File: src/rtl/note_lane_pkg.sv
// Shared constants for the multi-lane note scroller.
// Glyph codes feed the LCD character path directly.
package note_lane_pkg;

    localparam logic [7:0] NOTE_CHAR  = 8'h4F;
    localparam logic [7:0] SPACE_CHAR = 8'h20;
    localparam int         MAX_LANES  = 8;

endpackage

File: src/rtl/note_lane_shift.sv
// One note lane: shift cells, pending spawn slot, column clear and miss pulse.
// Clears address pre-shift positions so a clear and a shift may share a cycle.
module note_lane_shift
    import note_lane_pkg::*;
#(
    parameter int COLS    = 16,
    parameter int PITCH_W = 32,
    parameter int CW      = $clog2(COLS)
) (
    input  logic               clk,
    input  logic               rst,
    input  logic               flush,
    input  logic               shift,
    input  logic               cap,
    input  logic [PITCH_W-1:0] pitch,
    input  logic               clr,
    input  logic [CW-1:0]      clr_col,
    output logic [COLS-1:0]    occ,
    output logic [PITCH_W-1:0] pitch0,
    output logic               miss
);

    logic [COLS-1:0][PITCH_W-1:0] pit;
    logic [COLS-1:0][PITCH_W-1:0] pit_n;
    logic [COLS-1:0]              occ_n;
    logic                         pend;
    logic [PITCH_W-1:0]           pend_pit;
    logic                         clr_ok;
    logic                         clr0;
    logic [CW-1:0]                prev_col;

    assign clr_ok   = clr && (32'(clr_col) < COLS);
    assign clr0     = clr_ok && (clr_col == '0);
    assign prev_col = clr_col - CW'(1);
    assign pitch0   = pit[0];

    always_comb begin
        occ_n = occ;
        pit_n = pit;
        if (shift) begin
            for (int c = 0; c < COLS - 1; c++) begin
                occ_n[c] = occ[c+1];
                pit_n[c] = pit[c+1];
            end
            // pend_pit is held at zero whenever pend is clear
            occ_n[COLS-1] = pend;
            pit_n[COLS-1] = pend_pit;
            if (clr_ok && !clr0) begin
                occ_n[prev_col] = 1'b0;
                pit_n[prev_col] = '0;
            end
        end else if (clr_ok) begin
            occ_n[clr_col] = 1'b0;
            pit_n[clr_col] = '0;
        end
    end

    always_ff @(posedge clk) begin
        if (!rst || flush) begin
            occ      <= '0;
            pit      <= '0;
            pend     <= 1'b0;
            pend_pit <= '0;
            miss     <= 1'b0;
        end else begin
            occ  <= occ_n;
            pit  <= pit_n;
            miss <= shift && occ[0] && !clr0;
            if (cap) begin
                pend     <= 1'b1;
                pend_pit <= pitch;
            end else if (shift) begin
                pend     <= 1'b0;
                pend_pit <= '0;
            end
        end
    end

endmodule

File: src/rtl/note_lane_scroller.sv
// N-lane note scroller: scroll timer, per-lane shifters and LCD read port.
// The period is sampled at each wrap so a change never truncates a running interval.
module note_lane_scroller
    import note_lane_pkg::*;
#(
    parameter int N_LANES  = 2,
    parameter int COLS     = 16,
    parameter int PITCH_W  = 32,
    parameter int WIN      = 2,
    parameter int PERIOD_W = 16,
    localparam int CW      = $clog2(COLS)
) (
    input  logic                       clk,
    input  logic                       rst,
    input  logic                       i_tick,
    input  logic                       i_run,
    input  logic                       i_flush,
    input  logic [PERIOD_W-1:0]        i_period,
    input  logic [N_LANES-1:0]         i_note,
    input  logic [N_LANES*PITCH_W-1:0] i_pitch,
    input  logic [N_LANES-1:0]         i_clr,
    input  logic [N_LANES*CW-1:0]      i_clr_col,
    input  logic [2:0]                 i_rd_lane,
    input  logic [CW-1:0]              i_rd_col,
    output logic [7:0]                 o_rd_char,
    output logic [N_LANES*WIN-1:0]     o_win,
    output logic [N_LANES*PITCH_W-1:0] o_pitch0,
    output logic [N_LANES-1:0]         o_miss,
    output logic                       o_shift
);

    logic [PERIOD_W-1:0]             cnt;
    logic [PERIOD_W-1:0]             per_q;
    logic [PERIOD_W-1:0]             lim;
    logic                            shift_en;
    logic [MAX_LANES-1:0][COLS-1:0]  occ_all;
    logic                            rd_hit;

    assign lim = (i_period == '0) ? '0 : i_period - PERIOD_W'(1);
    assign shift_en = i_run && i_tick && (cnt == '0) && !i_flush;

    always_ff @(posedge clk) begin
        if (!rst || i_flush) begin
            cnt     <= '0;
            per_q   <= lim;
            o_shift <= 1'b0;
        end else begin
            o_shift <= shift_en;
            if (i_run && i_tick) begin
                if (cnt >= per_q) begin
                    cnt   <= '0;
                    per_q <= lim;
                end else begin
                    cnt <= cnt + PERIOD_W'(1);
                end
            end
        end
    end

    for (genvar l = 0; l < N_LANES; l++) begin : g_lane
        note_lane_shift #(
            .COLS    (COLS),
            .PITCH_W (PITCH_W),
            .CW      (CW)
        ) u_lane (
            .clk     (clk),
            .rst     (rst),
            .flush   (i_flush),
            .shift   (shift_en),
            .cap     (i_note[l] && i_run),
            .pitch   (i_pitch[l*PITCH_W +: PITCH_W]),
            .clr     (i_clr[l]),
            .clr_col (i_clr_col[l*CW +: CW]),
            .occ     (occ_all[l]),
            .pitch0  (o_pitch0[l*PITCH_W +: PITCH_W]),
            .miss    (o_miss[l])
        );
        assign o_win[l*WIN +: WIN] = occ_all[l][WIN-1:0];
    end

    for (genvar l = N_LANES; l < MAX_LANES; l++) begin : g_pad
        assign occ_all[l] = '0;
    end

    assign rd_hit = (32'(i_rd_lane) < N_LANES)
                 && (32'(i_rd_col) < COLS)
                 && occ_all[i_rd_lane][i_rd_col];

    always_ff @(posedge clk) begin
        if (!rst) begin
            o_rd_char <= SPACE_CHAR;
        end else begin
            o_rd_char <= rd_hit ? NOTE_CHAR : SPACE_CHAR;
        end
    end

endmodule

File: config.mk
export PLATFORM = sky130hd
export DESIGN_NAME = note_lane_scroller
export DESIGN_NICKNAME = d
export VERILOG_FILES = /design/src/rtl/note_lane_pkg.sv /design/src/rtl/note_lane_shift.sv /design/src/rtl/note_lane_scroller.sv
export SDC_FILE = /design/constraint.sdc
export NUM_CORES = 2
export LEC_CHECK = 0
export ABC_AREA = 1
export BUFFER_PORTS_ARGS = -buffer_cell sky130_fd_sc_hd__clkbuf_2
export CAP_MARGIN = 20
export CORE_MARGIN = 1.5
export CORE_UTILIZATION = 64
export CTS_BUF_LIST = sky130_fd_sc_hd__clkbuf_2 sky130_fd_sc_hd__clkbuf_4 sky130_fd_sc_hd__clkbuf_8
export DETAILED_ROUTE_END_ITERATION = 8
export PLACE_DENSITY = 0.92
export SLEW_MARGIN = 10
export SYNTH_ARGS = -nofsm -noshare
export SYNTH_HDL_FRONTEND = slang
export SYNTH_HIERARCHICAL = 1
export SYNTH_SLANG_ARGS = --single-unit
File: constraint.sdc
create_clock -name clk -period 2.7 [get_ports clk]
set_input_delay 0.135 -clock clk [delete_from_list [all_inputs] [get_ports clk]]
set_output_delay 0.135 -clock clk [all_outputs]
set_load 0.02 [all_outputs]
### Yosys cells after proc, flatten, opt, wreduce, memory -nomap -nowiden

Cells that the tools add are included.

* output and inout port bits: 79
* flip-flop bits (word level): 1165
* logic and storage cells: 154

* mux-type cells: 44
* bitwise gates (word level): 16
* add/subtract/negate cells: 4
* order comparisons: 12
* reductions and logical operators: 34

Operators by type and width (count)
* two-way mux 512 bit: 6
* bitwise AND 512 bit: 4
* NOT 512 bit: 4
* demux 32 bit (select 4 bit): 4
* two-way mux 32 bit: 7
* two-way mux 16 bit: 12
* bitwise AND 16 bit: 4
* NOT 16 bit: 4
* binary-select mux 16 bit (select 3 bit): 1
* logical NOT 16 bit: 2
* less-than comparator 4 x 5 -> 1 bit (second input constant): 5
* logical AND 1 bit: 18
* adder 16 x 1 -> 16 bit (second input constant): 1
* demux 1 bit (select 4 bit): 4
* greater-or-equal comparator 16 bit: 1
* greater-or-equal comparator 4 x 1 -> 1 bit (second input constant): 4
* subtractor 16 x 1 -> 16 bit (second input constant): 1
* nonzero test 2 bit: 6
* logical NOT 4 bit: 2
* two-way mux 1 bit: 8
* subtractor 4 x 1 -> 4 bit (second input constant): 2
* two-way mux 7 bit: 1
* binary-select mux 1 bit (select 4 bit): 1
* logical NOT 1 bit: 4
* other kinds (4): 4

### Depth between registers and ports, before layout

* depth in word-level cells: 9
* depth in mapped cells: 14

### Hierarchy

The synthesis kept the hierarchy.

Modules (own cells, without submodules)
* note_lane_shift (g_lane[1].u_lane): cells an instance 3039, sequential area each 11250.8 µm², area each 22125.0 µm², instances 1
* note_lane_shift (g_lane[0].u_lane): cells an instance 2964, sequential area each 11250.8 µm², area each 21853.5 µm², instances 1
* note_lane_scroller: cells an instance 401, sequential area each 860.8 µm², area each 2830.2 µm², instances 1

### Worst setup path before layout

No wires, ideal clock.

* path kind: reg2reg
* from: register cnt[0]
* to: register g_lane[1].u_lane/pit[451] (netlist bit)
* arrival: 2073 ps
* slack: 557 ps
* path buffers: 4
* period minus slack after synthesis: 2143 ps
* data required time: 2630 ps
* stages on the path, launching flop included: 13
* path through: dfxtp_1 -> inv_1 -> ha_1 -> nand2_1 -> nor3_1 -> nand3_1 -> nor2_1 -> buf_4 -> buf_2 -> clkbuf_1 -> buf_2 -> nand2_1 -> a21oi_1

* longest elaborated chain between the ends: 4
* elaborated cells between the ends (all ways): 5
* those cells by class: mux: 1; reduce/logical: 4

Ends and longest elaborated chain
* start: declaration: line note_lane_scroller.sv:32 `logic [PERIOD_W-1:0] cnt;`
* start signal: assignment: line note_lane_scroller.sv:54 `cnt <= cnt + PERIOD_W'(1);`
* logical NOT 16 bit *: line note_lane_scroller.sv:40 `assign shift_en = i_run && i_tick && (cnt == '0) && !i_flush;`
* logical AND 1 bit * (2 in a row): line note_lane_scroller.sv:40
* via shift_en: line note_lane_scroller.sv:35 `logic shift_en;`
* two-way mux 512 bit / nonzero test 2 bit (equally long branches)
* end signal: assignment: line note_lane_shift.sv:67 `pit <= pit_n;`
* end: declaration: line note_lane_shift.sv:23 `logic [COLS-1:0][PITCH_W-1:0] pit;`

Mark *: on every way through the listed nets, which the timed path passes. The rest lies on a longest branch.
A chain may end at the register's enable or synchronous reset.

### Worst setup path in the final report

* from: input i_period[7]
* to: register per_q[14] (data pin)

* longest elaborated chain between the ends: 5
* elaborated cells between the ends (all ways): 6
* those cells by class: add/sub: 1; mux: 4; reduce/logical: 1

Ends and longest elaborated chain
* start: declaration: line note_lane_scroller.sv:18 `input logic [PERIOD_W-1:0] i_period,`
* subtractor 16 x 1 -> 16 bit / logical NOT 16 bit (equally long branches): line note_lane_scroller.sv:39 `assign lim = (i_period == '0) ? '0 : i_period - PERIOD_W'(1);`
* two-way mux 16 bit *: line note_lane_scroller.sv:39
* two-way mux 16 bit: line note_lane_scroller.sv:50 `if (cnt >= per_q) begin`
* two-way mux 16 bit: line note_lane_scroller.sv:49 `if (i_run && i_tick) begin`
* two-way mux 16 bit *: line note_lane_scroller.sv:43 `if (!rst || i_flush) begin`
* end signal: assignment: line note_lane_scroller.sv:45 `per_q <= lim;`
* end signal: assignment: line note_lane_scroller.sv:52 `per_q <= lim;`
* end: declaration: line note_lane_scroller.sv:33 `logic [PERIOD_W-1:0] per_q;`

Mark *: on every way between the ends. The rest lies on a longest branch, timed or not. The select of a mux whose other input is x is not followed.

==> out/summary.txt <==
DRT iter0 DRCs - 4667
worst skew pair latency - 0.84 ns
IO buf count - 180
syn avg cell area - 7.31 µm²
I/O Pins - 183
post-synthesis mux area share - 0%
maximum clock insertion buffer count - 3
largest net degree at the start of global routing - 169
violated checks - setup timing
vias in the first global route - 40900
Total Wirelength - 119000 µm
XOR/XNOR share of the synthesized area - 0.281%
combinational share of power - 5.3%
peak supply drop - 567 µV
adder-cell share of the synthesized area - 0.508%
CP Data Arrival Time - 3.29 ns
setup TNS - -0.0116 ns
GR Layer Usage met3 - 6.29%
total gr overflow - 0
Mapped Cells - 6404
crit path max fanout - 3
crit path kind - in2reg
most frequent cells in the layout - 1958 x nand2_1, 1143 x dfxtp_1, 833 x nand3_1, 781 x a21oi_1, 539 x inv_1
number of distinct library cells after synthesis - 43
compound-cell area share of the yosys netlist - 12.0%
Placed Cells - 7093
crit end category - flip-flop
Reg power frac - 49.8%
cell taking the most area after synthesis - dfxtp_1
area occupied by multi-input gates - 18900 µm²
Int Pwr - 0.0265 W
Critical Path RT - 3.28 ns
main combinational cell family by area after synthesis - simple AND/OR/NAND/NOR gates
crit share post-route - 100%
post-place setup slack - 0.148 ns
Hold Path Class - in2reg
DP HPWL - 63800 µm
DIE AREA - 74800 µm²
die width - 273 µm
Simple-Gate Fraction of Synth Area - 27.4%
Slew HR - 47.0%
gr busiest metal - met2
share of cells above drive strength 1 - 10.5%
maxcap violations - 0
pwr dens - 653 nW/µm²
FMAX - 369 MHz
M2 GR Usage - 51.3%
H-tree levels - 4
Final Hold Vio Count - 0
outcome - finished with violations
final setup fails - 1
CTS tree - yes
Synth Warn # - 6
# nets final - 6597
via count - 42900
commonest non-fill, non-tap cell in the layout - nand2_1
Least-Margin Pin Slew - 0.795 ns
main flop type after synthesis - dfxtp_1
first-pass GRT wire length - 196000 µm
startpoint types - primary input
GR Layer Usage met1 - 38.8%
Synth top area share - 48.9%
Post-Place Cell Area - 47700 µm²
Area Overhead vs Synth - 13.4%
ys async rst share - 0%
Core ar. - 72000 µm²
Reg clk slew, reported paths - 0.07 ns
synthesized area - 46800 µm²
initial antenna violation count - 10
Post-Layout Cell Count - 7569
row cnt - 98
gpl congestion - 0.827
count of pins over their slew limit - 0
initial core utilization - 65.0%
via/cell ratio - 5.67
clock share of power - 44.9%
total global-route track usage - 31.1%
flops & latches, synth - 1159
Worst Slack Setup Final - -0.0116 ns
Final ANT Viol Nets - 0
P_sw - 0.00820 W
Switching Fraction - 23.6%
RSZ-0062 raised after global routing - yes
total CTS buffers - 176
Seq/Total Area, Yosys - 49.9%
die height - 273 µm
# DRC - 0
Setup Skew - 0.0434 ns
cell area after layout - 53100 µm²
wire per inst - 15.7 µm
Detailed Routing Iterations Pass 1 - 6
largest cells by area after synthesis - dfxtp_1 49%, nand2_1 16%, nand3_1 8.9%
# clock sinks - 1159
Layout fillers - 4736
number of synthesized flops with an enable pin - 16
register area - 23400 µm²
root buffer cell - clkbuf_8
Leak - 21.7 nW
post-layout minimum cycle time - 2.71 ns
-- registers in the layout, indices dropped and copies added (netlist names) --
| signal | count |
|---|---|
| g_lane.u_lane/pit | 960 |
| g_lane.u_lane/pend_pit | 64 |
| g_lane.u_lane/pitch0 | 64 |
| g_lane.u_lane/occ | 32 |
| cnt | 16 |
| per_q | 16 |
| g_lane.u_lane/miss | 2 |
| g_lane.u_lane/pend | 2 |
| o_rd_char | 2 |
| o_shift | 1 |
-- kinds of logic (layout without fill, tap and decap cells) --
| family | Yosys count | after routing |
|---|---|---|
| DFF | 1159 | 1159 |
| other | 1 | 11 |
| adders and majority gates | 19 | 19 |
| buffers and inverters | 1099 | 1304 |
| and+or+nand+nor | 3071 | 3071 |
| AOI/OAI and AO/OA | 1040 | 1040 |
| xor gates and xnor gates | 15 | 15 |
-- power by group through the flow --
stage | clock network, W | registers (W) | logic (W)
after floorplan | 0 | 0.0176 | 0.00109
after global placement | 0 | 0.0176 | 0.00153
after detailed placement | 0 | 0.0176 | 0.00156
after CTS | 0.0157 | 0.0172 | 0.00173
after global routing | 0.0165 | 0.0172 | 0.00197
final | 0.0156 | 0.0173 | 0.00184
-- critical path, stage by stage --
cell,delay (ns)
dlygate4sd3_1,0.66
clkbuf_2,0.22
nor2_1,0.25
nand2_1,0.09
nor4_1,0.52
nand2_1,0.11
nand2_1,0.09
dlygate4sd3_1,0.57
a21oi_1,0.07
dlygate4sd3_1,0.57
-- through the flow --
step                      total power, W  hold slack [ns]  utilization [%]
after floorplan                   0.0187            0.213                -
after CTS                         0.0346          0.00106             73.7
after global routing              0.0357           0.0576             73.8
after detailed placement          0.0192            0.375             66.2
final                             0.0347           0.0590             73.8
after global placement            0.0191            0.374             66.2
-- area by class of cell --
type                            instances  area share, %
Antenna cell                            9         0.0424
Inverter                              559           4.02
Tap cell                              950           2.24
Clock inverter                         39          0.801
Timing Repair Buffer                  431           6.80
Sequential cell                      1159           44.0
Clock buffer                          275           6.50
Multi-Input combinational cell       4147           35.6
-- Yosys cell counts (16+ instances only) --
master and count:
nand2_1 1967, dfxtp_1 1143, nand3_1 833, a21oi_1 781, inv_1 542, clkbuf_1 251, nor2_1 202, buf_2 161
o21ai_0 76, buf_4 75, o211ai_1 67, a211oi_1 66, buf_1 49, o21ai_1 36, nor2_2 22, ha_1 19
edfxtp_1 16, inv_2 16
-- what timing repair did --
item | 4_1_cts | 5_1_grt
resized for setup | 0 | 9
setup buffers | 0 | 1
setup endpoints to repair | 0 | 63
hold endpoints to repair | 101 | 0
hold buffers | 152 | 0
-- worst paths after layout --
path,to,startpoint,cells after the start,slack (ns)
setup / recovery,per_q[14],i_period[7],10,-0.01
hold / removal,g_lane[1].u_lane/pit[245],i_clr[1],5,0.06
setup reg to reg,cnt[0],per_q[1],12,0.11
hold reg to reg,g_lane[1].u_lane/pit[59],g_lane[1].u_lane/pit[91],2,0.43
-- per-layer routing --
metal | part of all wire (%) | vias to the layer above | wire (µm)
met5 | 0.014 | - | 17
met4 | 4.4 | 2 | 5170
met2 | 47 | 1968 | 56300
met1 | 41 | 19800 | 48500
met3 | 7.3 | 446 | 8610
li1 | - | 20700 | -
No activity file was read; power rests on OpenSTA's default activity.
